[src/rtl/fwb_slave_monitor.sv]
// Passive Wishbone B4 pipelined-bus monitor seen from the slave side.
// Counts requests and acks in the current cycle and raises sticky flags for master or slave rule violations.
module fwb_slave_monitor #(
  parameter int AW                   = 30,
  parameter int DW                   = 32,
  parameter int F_LGDEPTH            = 4,
  parameter int F_MAX_STALL          = 0,
  parameter int F_MAX_ACK_DELAY      = 0,
  parameter int F_MAX_REQUESTS       = 0,
  parameter int F_OPT_RMW_BUS_OPTION = 1,
  parameter int F_OPT_DISCONTINUOUS  = 1,
  parameter int F_OPT_MINCLOCK_DELAY = 1
) (
  input  logic                 i_clk,
  input  logic                 i_reset,
  input  logic                 i_wb_cyc,
  input  logic                 i_wb_stb,
  input  logic                 i_wb_we,
  input  logic [AW-1:0]        i_wb_addr,
  input  logic [DW-1:0]        i_wb_data,
  input  logic [DW/8-1:0]      i_wb_sel,
  input  logic                 i_wb_ack,
  input  logic                 i_wb_stall,
  input  logic [DW-1:0]        i_wb_idata,
  input  logic                 i_wb_err,
  output logic [F_LGDEPTH-1:0] f_nreqs,
  output logic [F_LGDEPTH-1:0] f_nacks,
  output logic [F_LGDEPTH-1:0] f_outstanding,
  output logic                 f_master_err,
  output logic                 f_slave_err
);

  localparam int SW = DW / 8;
  localparam int CW = 16;
  localparam logic [F_LGDEPTH-1:0] REQ_LIMIT = (F_MAX_REQUESTS == 0) ?
      F_LGDEPTH'((1 << F_LGDEPTH) - 2) : F_LGDEPTH'(F_MAX_REQUESTS);
  localparam logic [CW-1:0] STALL_LIM = CW'(F_MAX_STALL);
  localparam logic [CW-1:0] ACK_LIM   = CW'(F_MAX_ACK_DELAY);

  function automatic logic [CW-1:0] sat_inc(input logic [CW-1:0] v);
    return (v == '1) ? v : v + 1'b1;
  endfunction

  logic                 accept, response, pending;
  logic                 master_viol, slave_viol;
  logic [F_LGDEPTH-1:0] outstanding;
  logic                 unused_idata;

  logic [F_LGDEPTH-1:0] nreqs_q, nreqs_d, nacks_q, nacks_d;
  logic                 master_err_q, master_err_d, slave_err_q, slave_err_d;
  logic                 past_reset_q, past_reset_d, past_err_q, past_err_d;
  logic                 hold_q, hold_d, stb_q, stb_d;
  logic                 stb_dropped_q, stb_dropped_d, idle_q, idle_d;
  logic [CW-1:0]        stall_cnt_q, stall_cnt_d, delay_cnt_q, delay_cnt_d;

  logic                 we_q, we_d, last_we_q, last_we_d;
  logic [AW-1:0]        addr_q, addr_d;
  logic [DW-1:0]        data_q, data_d;
  logic [SW-1:0]        sel_q, sel_d;

  assign accept        = i_wb_cyc & i_wb_stb & ~i_wb_stall;
  assign response      = i_wb_ack | i_wb_err;
  assign outstanding   = nreqs_q - nacks_q;
  assign pending       = (outstanding != '0) || ((F_OPT_MINCLOCK_DELAY == 0) && accept);
  assign unused_idata  = ^i_wb_idata;

  assign f_nreqs       = nreqs_q;
  assign f_nacks       = nacks_q;
  assign f_outstanding = outstanding;
  assign f_master_err  = master_err_q;
  assign f_slave_err   = slave_err_q;

  always_comb begin
    nreqs_d       = nreqs_q + {{(F_LGDEPTH-1){1'b0}}, accept};
    nacks_d       = nacks_q + {{(F_LGDEPTH-1){1'b0}}, response};
    if (!i_wb_cyc || i_wb_err) begin
      nreqs_d = '0;
      nacks_d = '0;
    end
    past_reset_d  = 1'b0;
    past_err_d    = i_wb_err;
    hold_d        = i_wb_cyc & i_wb_stb & i_wb_stall;
    stb_d         = i_wb_cyc & i_wb_stb;
    stb_dropped_d = i_wb_cyc & (stb_dropped_q | (stb_q & ~i_wb_stb));
    idle_d        = i_wb_cyc & ~i_wb_stb & (outstanding == '0);
    // Stall and ack-delay run lengths restart whenever the bus makes progress
    stall_cnt_d   = '0;
    delay_cnt_d   = '0;
    if (i_wb_cyc && !accept && !response) begin
      if (i_wb_stb && i_wb_stall) stall_cnt_d = sat_inc(stall_cnt_q);
      if (outstanding != '0)      delay_cnt_d = sat_inc(delay_cnt_q);
    end
    we_d      = i_wb_we;
    addr_d    = i_wb_addr;
    data_d    = i_wb_data;
    sel_d     = i_wb_sel;
    last_we_d = accept ? i_wb_we : last_we_q;
  end

  always_comb begin
    master_viol = 1'b0;
    if (i_wb_stb && !i_wb_cyc) master_viol = 1'b1;
    if (past_reset_q && (i_wb_cyc || i_wb_stb)) master_viol = 1'b1;
    if (hold_q && i_wb_stb && ((i_wb_we != we_q) || (i_wb_addr != addr_q) ||
        (i_wb_sel != sel_q) || (i_wb_we && (i_wb_data != data_q))))
      master_viol = 1'b1;
    if (i_wb_cyc && i_wb_stb && (outstanding != '0) && (i_wb_we != last_we_q))
      master_viol = 1'b1;
    if (past_err_q && i_wb_cyc) master_viol = 1'b1;
    if (accept && (nreqs_q >= REQ_LIMIT)) master_viol = 1'b1;
    if ((F_OPT_DISCONTINUOUS == 0) && i_wb_cyc && i_wb_stb && stb_dropped_q)
      master_viol = 1'b1;
    if ((F_OPT_RMW_BUS_OPTION == 0) && idle_q && i_wb_cyc && !i_wb_stb && (outstanding == '0))
      master_viol = 1'b1;

    slave_viol = 1'b0;
    if (i_wb_ack && i_wb_err) slave_viol = 1'b1;
    if (past_reset_q && response) slave_viol = 1'b1;
    if (response && !i_wb_cyc) slave_viol = 1'b1;
    if (response && !pending) slave_viol = 1'b1;
    if ((F_MAX_STALL > 0) && i_wb_cyc && i_wb_stb && i_wb_stall && !response &&
        (stall_cnt_q >= STALL_LIM))
      slave_viol = 1'b1;
    if ((F_MAX_ACK_DELAY > 0) && i_wb_cyc && (outstanding != '0) && !response && !accept &&
        (delay_cnt_q >= ACK_LIM))
      slave_viol = 1'b1;

    master_err_d = master_err_q | master_viol;
    slave_err_d  = slave_err_q | slave_viol;
  end

  always_ff @(posedge i_clk) begin
    if (i_reset) begin
      nreqs_q       <= '0;
      nacks_q       <= '0;
      master_err_q  <= 1'b0;
      slave_err_q   <= 1'b0;
      past_reset_q  <= 1'b1;
      past_err_q    <= 1'b0;
      hold_q        <= 1'b0;
      stb_q         <= 1'b0;
      stb_dropped_q <= 1'b0;
      idle_q        <= 1'b0;
      stall_cnt_q   <= '0;
      delay_cnt_q   <= '0;
    end else begin
      nreqs_q       <= nreqs_d;
      nacks_q       <= nacks_d;
      master_err_q  <= master_err_d;
      slave_err_q   <= slave_err_d;
      past_reset_q  <= past_reset_d;
      past_err_q    <= past_err_d;
      hold_q        <= hold_d;
      stb_q         <= stb_d;
      stb_dropped_q <= stb_dropped_d;
      idle_q        <= idle_d;
      stall_cnt_q   <= stall_cnt_d;
      delay_cnt_q   <= delay_cnt_d;
    end
  end

  // Bus snapshot; only read while a reset-cleared qualifier is set
  always_ff @(posedge i_clk) begin
    we_q      <= we_d;
    addr_q    <= addr_d;
    data_q    <= data_d;
    sel_q     <= sel_d;
    last_we_q <= last_we_d;
  end

endmodule

[config.mk]
export PLATFORM = sky130hd
export DESIGN_NAME = fwb_slave_monitor
export DESIGN_NICKNAME = d
export VERILOG_FILES = /design/src/rtl/fwb_slave_monitor.sv
export SDC_FILE = /design/constraint.sdc
export NUM_CORES = 1
export LEC_CHECK = 0
export BUFFER_PORTS_ARGS = -buffer_cell sky130_fd_sc_hd__buf_2
export CORE_MARGIN = 2
export CORE_UTILIZATION = 45
export CTS_BUF_LIST = sky130_fd_sc_hd__clkbuf_16
export DETAILED_ROUTE_END_ITERATION = 6
export GPL_TIMING_DRIVEN = 0
export PLACE_DENSITY = 0.79
export SYNTH_ARGS = -nofsm -noshare
export SYNTH_HDL_FRONTEND = slang
export SYNTH_SLANG_ARGS = --single-unit
[constraint.sdc]
create_clock -name i_clk -period 2.2 [get_ports i_clk]
set_input_delay 0 -clock i_clk [delete_from_list [all_inputs] [get_ports i_clk]]
set_output_delay 0 -clock i_clk [all_outputs]
set_load 0.005 [all_outputs]
==> After elaboration in Yosys (flattened, before gate mapping) <==
Cells that the tools add are included.
{ "word_totals": {"input_bits": 106, "out_inout_bits": 14, "ff_bits": 81} }
{ "op_classes": {"order_cmp": 1, "reduce_logical": 23, "muxes": 11, "eq_ne": 5, "bitwise": 7, "add_sub_neg": 3} }
{ "op_table": {"columns": ["cell", "count"], "rows": [
  ["$ne 32x32->1", 1],
  ["$ne 30x30->1", 1],
  ["$logic_and 1x1->1", 14],
  ["$mux 1", 11],
  ["$add 4x1->4", 2],
  ["$logic_or 1x1->1", 5],
  ["$ge 4x4->1 const B", 1],
  ["$ne 4x4->1", 1],
  ["$reduce_bool 4->1", 1],
  ["$sub 4x4->4", 1],
  ["$and 1x1->1", 3],
  ["$or 1x1->1", 3],
  ["$logic_not 1->1", 2],
  ["$ne 1x1->1", 2],
  ["$reduce_or 2->1", 1],
  ["$not 1->1", 1]
]} }

==> Logic depth before layout (Yosys ltp) <==
Gate-level depths: netlist of run 1.
{ "logic_depth": {"word_depth": 10, "mapped_depth": 9, "depth_no_buf": 9} }

==> Worst setup path after synthesis of run 1 <==
No wires, ideal clock.
{ "synth_timing": {"path_type": "reg-to-reg", "from": "register nreqs_q[0], in the netlist f_nreqs[0]", "to": "register master_err_q, in the netlist f_master_err", "required_time_ns": 2.069, "path_buffers": 0, "slack_ns": 0.254, "path_stages_with_launch": 9, "arrival_time_ns": 1.814, "setup_time_ns": 0.131, "cell_sequence": "dfxtp_1 inv_1 ha_1 inv_1 fa_1 or3_1 nor4_1 a211o_1 o311ai_1"} }
{ "synth_between": {"elab_chain_cells": 8, "word_cells_on_any_way": 10} }
{ "synth_lines": {"columns": ["element", "line", "text"], "rows": [
  ["start, declared", "49", "logic [F_LGDEPTH-1:0] nreqs_q, nreqs_d, nacks_q, nacks_d;"],
  ["start signal, assigned", "147", "nreqs_q <= nreqs_d;"],
  ["$sub 4x4->4", "63", "assign outstanding = nreqs_q - nacks_q;"],
  ["named net f_outstanding[1]", "28", "output logic [F_LGDEPTH-1:0] f_outstanding,"],
  ["$reduce_bool 4->1", "107", "if (i_wb_cyc && i_wb_stb && (outstanding != '0) && (i_wb_we != last_we_q))"],
  ["$logic_and 1x1->1 (2 in a row)", "107", null],
  ["$mux 1", "107", null],
  ["$mux 1", "109", "if (past_err_q && i_wb_cyc) master_viol = 1'b1;"],
  ["$mux 1", "110", "if (accept && (nreqs_q >= REQ_LIMIT)) master_viol = 1'b1;"],
  ["$or 1x1->1", "128", "master_err_d = master_err_q | master_viol;"],
  ["end signal, assigned", "149", "master_err_q <= master_err_d;"],
  ["end, declared", "50", "logic master_err_q, master_err_d, slave_err_q, slave_err_d;"]
]} }
The timed path passes the listed nets, and every way through them passes these cells.
A chain may end at the register's enable or synchronous reset.

==> Final worst setup path of run 1 <==
{ "layout_timing": {"from": "register nreqs_q[0], in the netlist f_nreqs[0]", "to": "register master_err_q, in the netlist f_master_err"} }
{ "layout_between": {"elab_chain_cells": 8, "word_cells_on_any_way": 10} }
{ "layout_lines": {"columns": ["element", "line"], "rows": [
  ["$sub 4x4->4", "63"],
  ["$reduce_bool 4->1", "107"],
  ["$logic_and 1x1->1 (2 in a row)", "107"],
  ["$mux 1", "107"],
  ["$mux 1", "109"],
  ["$mux 1 *", "110"],
  ["$or 1x1->1 *", "128"]
]} }
Mark *: on every way between the ends. The rest lies on a longest branch, timed or not.

==> qor.csv, run 1 <==
stage;metric;value;unit
run_status;status;complete, but fails checks;
run_status;failing checks;negative hold slack;
power;PwrDens;779.9;mW/mm²
final_layout;diode count;0;
worst_setup_path;cell-by-cell trace of the critical path;inv_1 -> ha_1 -> inv_1 -> fa_1 -> or3_4 -> nor4_1 -> a211o_1 -> o311ai_1;
clocking;H-tree depth;3;
floorplan;# rows;28;
sta;worst slew pin tran;358.2;ps
worst_setup_path;RR Startpoint;f_nreqs[0]$_SDFF_PP0_;
floorplan;Die Span Y;82.48;µm
final_layout;fin nets;511;
floorplan;io pins;120;
worst_setup_path;CP Capture Type;flip-flop;
run;maxcap violations;0;
power;Leakage Power;1.974;nW
detailed_routing;Via density;4.593;
placed_design;IO Port Bufs;87;
yosys;Synth area leader;dfxtp_1;
sta;Relative slew margins;0.7590;
sta;Final Hold Vio Count;1;
worst_setup_path;cell repeated most along the worst path;inv_1;
detailed_routing;Via Count;2191;
sta;skew final;6.928;ps
detailed_routing;Post-Route WL;6.115;mm
yosys;top_reg_cell synth;dfxtp_1;
yosys;Yosys top cell area share;0.5779;
final_layout;Area growth, synth to finish;55.94;%
sta;Tcrit/Tclk final;0.9375;
clocking;CTS tree;built;
yosys;fraction of registers with async set/reset;0;
worst_setup_path;critical path depth;8;
final_layout;layout cells sized above 1;0.2637;
min_path;worst hold path stage count;3;
worst_setup_path;Worst Reg2Reg Path Length in Cells;8;
worst_setup_path;slowest CP cell;fa_1;
sta;# setup viols final;0;
placed_design;hpwl dp;3.854;mm
yosys;synthesized flop and latch total;81;
worst_setup_path;CP required;2400;ps
clocking;clock buffer depth;2;
sta;RSZ-0062 raised after global routing;no;
worst_setup_path;Bufs and invs on worst path;2;
floorplan;core box area;0.005921;mm²
sta;clock period minus worst slack;2063;ps
min_path;Hold Crit Start;i_wb_ack;
clocking;Clock Sinks;81;
worst_setup_path;startpoint types;flip-flop;
detailed_routing;DR WL/cell;12.82;µm
worst_setup_path;WS Path Type;reg -> reg;
detailed_routing;DR DRC count;0;
yosys;synth warn;0;
sta;Fin Setup TNS;0;ps
clocking;total setup buffers inserted after CTS;0;
worst_setup_path;Worst EP arrival;2260;ps
grt;all-layer global routing usage;0.1910;
worst_setup_path;CP startpoint;f_nreqs[0]$_SDFF_PP0_;
yosys;most common cell in the netlist;dfxtp_1;
sta;Fin Hold WS;-9.783;ps
yosys;syn_nets;343;
yosys;Post-synth EDFFs;1;
floorplan;Die Wd;82.48;µm
grt;largest net degree at the start of global routing;15;
detailed_routing;initial drt markers;31;
final_layout;Fill cells;413;
detailed_routing;post-route ant nets;0;
yosys;Distinct cells, synth;29;
worst_setup_path;reg2reg setup slack;140;ps
yosys;Synth top cells by count;dfxtp_1, xor2_1, nor4_1, nor2_1, ha_1;
clocking;Worst-Skew Late Latency;320;ps
worst_setup_path;delay-heaviest family, CP;adder cells;
worst_setup_path;CP max stage delay;430;ps
yosys;syn avg cell area;12.10;µm²
power;peak supply drop;0.0006577;V
sta;fin. max-slew vios;0;
final_layout;Core Util, Final;0.7299;
yosys;Area contributors post-synth;dfxtp_1, xor2_1, nor4_1;
yosys;Seq/Total Area, Yosys;0.5887;
floorplan;die area;0.006802;mm²
detailed_routing;First-pass DRT Iterations;4;
grt;GRT overflow;0;
placed_design;Placer Congestion;0.7501;
grt;number of global-route vias before repair;2282;
sta;Max Fclk;484.8;MHz
clocking;Reg clk slew, reported paths;60;ps
yosys;Syn Inst Count;229;
min_path;Hold Crit Class;in -> reg;
floorplan;Initial Utilization;0.4681;
grt;first-pass GRT wire length;9.639;mm
worst_setup_path;CP Max Fanout;3;
grt;initial antenna violation count;0;
clocking;total CTS buffers;9;
yosys;Mapped Area;0.002771;mm²
clocking;Clock Tree Root;clkbuf_16;
-- stage by stage --
stage	setup WS [ps]	power [W]	hold slack, ps	instance area, µm²	std cells
global placement	88.10	0.001831	125.7	3301	391
global route	9.885	0.003502	31.90	4322	477
floorplan	254.2	0.001718	27.72	2771	229
CTS	13.71	0.003377	25.25	4298	477
finish	137.4	0.003371	-9.783	4322	477
detailed placement	42.35	0.001844	127.8	3301	391
-- flip-flops by register name (all words and copies together), names as in the netlist --
register,cells
f_master_err,1
past_reset_q,1
hold_q,1
addr_q,30
past_err_q,1
f_slave_err,1
sel_q,4
data_q,32
we_q,1
f_nacks,4
last_we_q,1
f_nreqs,4
-- worst register-to-register path: stages, from the launching register on --
cell and delay (ps):
dfxtp_2 350, inv_1 50, ha_1 200, inv_1 70, fa_1 430, or3_4 410, nor4_1 180, a211o_1 170
o311ai_1 80
-- cell type report --
type / instances / area, µm² / area share
inverters: 7 / 26.28 / 0.006080
well taps: 75 / 93.84 / 0.02171
repair buffers: 157 / 1136 / 0.2629
clock inverters: 7 / 71.32 / 0.01650
clock buffers: 9 / 225.2 / 0.05211
flip-flops and latches: 81 / 1633 / 0.3778
multi-input cells: 141 / 1136 / 0.2629
-- layout by cell type, fill, tap and decap left out, types with 2 or more instances in the layout --
| cell type | count |
|---|---|
| and3_1 | 4 |
| nor4_1 | 17 |
| dlygate4sd3_1 | 70 |
| inv_1 | 7 |
| and3b_1 | 2 |
| clkbuf_16 | 9 |
| clkinvlp_4 | 2 |
| a21oi_1 | 2 |
| xnor2_1 | 5 |
| xor2_1 | 69 |
| buf_2 | 87 |
| dfxtp_1 | 79 |
| ha_1 | 7 |
| nand3_1 | 3 |
| nand4_1 | 4 |
| nor2_1 | 10 |
| nor3_1 | 2 |
| nand2_1 | 2 |
-- routing by layer --
layer / share of wire / global-route usage / up-vias
met5: 0 / 0 / -
met4: 0.025 / 0.09500 / 0
met3: 0.040 / 0.04674 / 16
met2: 0.53 / 0.3532 / 55
met1: 0.40 / 0.1992 / 1005
li1: - / - / 1115
-- path summary, 6_finish.rpt --
| check | endpoint |
|---|---|
| setup / recovery | f_master_err$_SDFF_PP0_ |
| hold / removal | f_slave_err$_SDFF_PP0_ |
| setup reg to reg | f_master_err$_SDFF_PP0_ |
| hold reg to reg | f_slave_err$_SDFF_PP0_ |
-- power by group --
| group | switching (W) | leakage (nW) | total, W | internal (W) |
|---|---|---|---|---|
| logic | 0.000133 | 1.15 | 0.000341 | 0.000208 |
| registers | 0.0000336 | 0.681 | 0.00158 | 0.00154 |
| clock network | 0.000574 | 0.143 | 0.00145 | 0.000878 |
| total | 0.000740 | 1.97 | 0.00337 | 0.00263 |
-- kinds of logic (layout without fill, tap and decap cells) --
family / after synthesis / in the layout / synth area share
AOI/OAI and AO/OA: 9 / 9 / 0.02484
xor gates and xnor gates: 74 / 74 / 0.2339
adders and majority gates: 8 / 8 / 0.03883
buffers and inverters: 7 / 180 / 0.009479
DFF: 81 / 81 / 0.5887
and+or+nand+nor: 50 / 50 / 0.1043
-- timing repair --
item	in CTS	in global routing
endpoints found under the setup margin	0	2
endpoints found under the hold margin	72	0
resized for setup	0	4
hold buffers	70	0
(Power assumes the default switching activity.)
==> run 2, diff against run 1 <==
--- a/config.mk
+++ b/config.mk
@@ -6,12 +6,14 @@
 export NUM_CORES = 1
 export LEC_CHECK = 0
 export BUFFER_PORTS_ARGS = -buffer_cell sky130_fd_sc_hd__buf_2
+export CORE_ASPECT_RATIO = 0.5
 export CORE_MARGIN = 2
 export CORE_UTILIZATION = 45
 export CTS_BUF_LIST = sky130_fd_sc_hd__clkbuf_16
 export DETAILED_ROUTE_END_ITERATION = 6
 export GPL_TIMING_DRIVEN = 0
 export PLACE_DENSITY = 0.79
+export SKIP_LAST_GASP = 1
 export SYNTH_ARGS = -nofsm -noshare
 export SYNTH_HDL_FRONTEND = slang
 export SYNTH_SLANG_ARGS = --single-unit
==> qor.csv, run 2 (synthesis gave the netlist of run 1 again) <==
stage;metric;value;unit
run_status;status;complete, no violations;
sta;worst slew pin tran;390.6;ps
final_layout;layout cells sized above 1;0.2587;
grt;initial antenna violation count;0;
final_layout;diode count;0;
sta;Tcrit/Tclk final;0.9333;
worst_setup_path;startpoint types;flip-flop;
final_layout;Reg with most FFs;data_q;
detailed_routing;post-route ant nets;0;
final_layout;commonest non-fill, non-tap cell in the layout;buf_2;
worst_setup_path;CP Max Fanout;3;
sta;skew final;5.618;ps
floorplan;Die Wd;115.0;µm
sta;# setup viols final;0;
worst_setup_path;CP Capture Type;flip-flop;
grt;M1 GR Usage;0.2101;
final_layout;post-route cell area;0.004309;mm²
placed_design;Placer Congestion;0.7186;
grt;met3 usage;0.05930;
clocking;clock buffer depth;2;
sta;clock period minus worst slack;2053;ps
run;maxcap violations;0;
sta;Fin Setup TNS;0;ps
detailed_routing;DR DRC count;0;
sta;Final Hold Vio Count;0;
grt;layer with the highest usage;met2;
worst_setup_path;reg2reg setup slack;150;ps
floorplan;Initial Utilization;0.4615;
detailed_routing;initial drt markers;67;
detailed_routing;First-pass DRT Iterations;4;
power;Design Power;0.003311;W
detailed_routing;DR WL/cell;14.03;µm
sta;Max Fclk;487.0;MHz
worst_setup_path;RR Endpoint;f_master_err$_SDFF_PP0_;
final_layout;max FFs per register;32;
sta;Fin Hold WS;4.253;ps
clocking;H-tree depth;3;
sta;fin. max-slew vios;0;
sta;RSZ-0062 raised after global routing;no;
worst_setup_path;Worst EP arrival;2240;ps
placed_design;IO Port Bufs;87;
power;Leakage Power;1.982;nW
floorplan;die area;0.006840;mm²
grt;first-pass GRT wire length;10.90;mm
grt;GRT overflow;0;
min_path;worst hold path stage count;3;
power;PwrDens;768.3;mW/mm²
worst_setup_path;RR Startpoint;f_nreqs[0]$_SDFF_PP0_;
sta;Relative slew margins;0.7372;
grt;met2 global-route usage;0.4387;
clocking;Reg clk slew, reported paths;60;ps
min_path;WHS Endpoint;f_slave_err$_SDFF_PP0_;
grt;largest net degree at the start of global routing;13;
power;peak supply drop;0.0005739;V
worst_setup_path;WS Path Type;reg -> reg;
placed_design;dpl ws;80.85;ps
grt;all-layer global routing usage;0.2130;
final_layout;top flop regs;data_q x32, addr_q x30;
clocking;CTS tree;built;
detailed_routing;Via density;4.635;
clocking;total setup buffers inserted after CTS;0;
final_layout;Area growth, synth to finish;55.49;%
floorplan;# rows;20;
floorplan;Die Span Y;59.49;µm
final_layout;fin nets;511;
placed_design;hpwl dp;4.072;mm
detailed_routing;Post-Route WL;6.722;mm
worst_setup_path;Worst Reg2Reg Path Length in Cells;9;
clocking;Worst-Skew Late Latency;320;ps
clocking;Clock Sinks;81;
detailed_routing;Via Count;2220;
floorplan;io pins;120;
grt;number of global-route vias before repair;2384;
sta;setup ws final;146.7;ps
min_path;Hold Crit Class;in -> reg;
min_path;Hold Crit Start;i_wb_ack;
clocking;Clock Tree Root;clkbuf_16;
final_layout;commonest non-fill, non-tap cells in the layout;buf_2, dfxtp_1, dlygate4sd3_1;
worst_setup_path;CP required;2390;ps
placed_design;DP Area;0.003303;mm²
clocking;total CTS buffers;9;
floorplan;core box area;0.006006;mm²
==> run 2: cell types whose count changed in the layout (fill, tap and decap cells not counted) <==
cell / delta
dfxtp_1: -1
clkinv_4: -1
clkinv_2: +1
dfxtp_2: +1
inv_6: -1
inv_1: +2
clkinv_1: +1
clkinvlp_4: -2
==> run 2: per-stage QoR <==
| stage | cells | utilization |
|---|---|---|
| floorplan | 229 | - |
| global placement | 393 | 0.5500 |
| detailed placement | 393 | 0.5500 |
| CTS | 479 | 0.7133 |
| global route | 479 | 0.7175 |
| finish | 479 | 0.7175 |
==> run 2: report_power, final <==
group          internal [W]  leakage, nW  switching, W
registers           0.00155        0.682     0.0000359
logic              0.000208         1.15      0.000141
clock network      0.000857        0.150      0.000522
total               0.00261         1.98      0.000699
==> run 2: worst max-delay path by stage <==
stage / startpoint / endpoint / slack (ps) / depth (start not counted)
final: f_nreqs[0]$_SDFF_PP0_ / f_master_err$_SDFF_PP0_ / 150 / 9
after global routing: f_nreqs[0]$_SDFF_PP0_ / f_master_err$_SDFF_PP0_ / 20 / 9
after CTS: f_nacks[0]$_SDFF_PP0_ / f_slave_err$_SDFF_PP0_ / 40 / 8
after detailed placement: f_nacks[0]$_SDFF_PP0_ / f_slave_err$_SDFF_PP0_ / 80 / 8
after global placement: f_nreqs[0]$_SDFF_PP0_ / f_slave_err$_SDFF_PP0_ / 140 / 8
after floorplan: f_nreqs[0]$_SDFF_PP0_ / f_master_err$_SDFF_PP0_ / 250 / 8
==> run 2: area by class of cell <==
cell class / instances / area, µm²
clock buffer: 9 / 225.2
tap: 77 / 96.34
multi-input combinational: 141 / 1136
sequential: 81 / 1634
timing repair buffer: 157 / 1136
fill: 407 / 1697
clock inverter: 7 / 55.05
inverter: 7 / 26.28
==> run 2: layer usage <==
metal / wire [µm] / part of all wire
met1: 2631 / 0.39
met2: 3762 / 0.56
met3: 245 / 0.036
met4: 83 / 0.012
met5: 0 / 0
==> run 2: what timing repair did <==
action,in CTS,in global routing
setup endpoints to repair,0,2
hold buffers,70,0
gates resized for setup,0,5
endpoints found under the hold margin,72,0
==> run 2: critical path: stages (launching register included) <==
cell      delay, ps
dfxtp_2         330
inv_1            50
ha_1            150
inv_1            50
fa_1            380
xor2_1          160
or3_4           370
nor4_1          180
a211o_1         170
o311ai_1         90
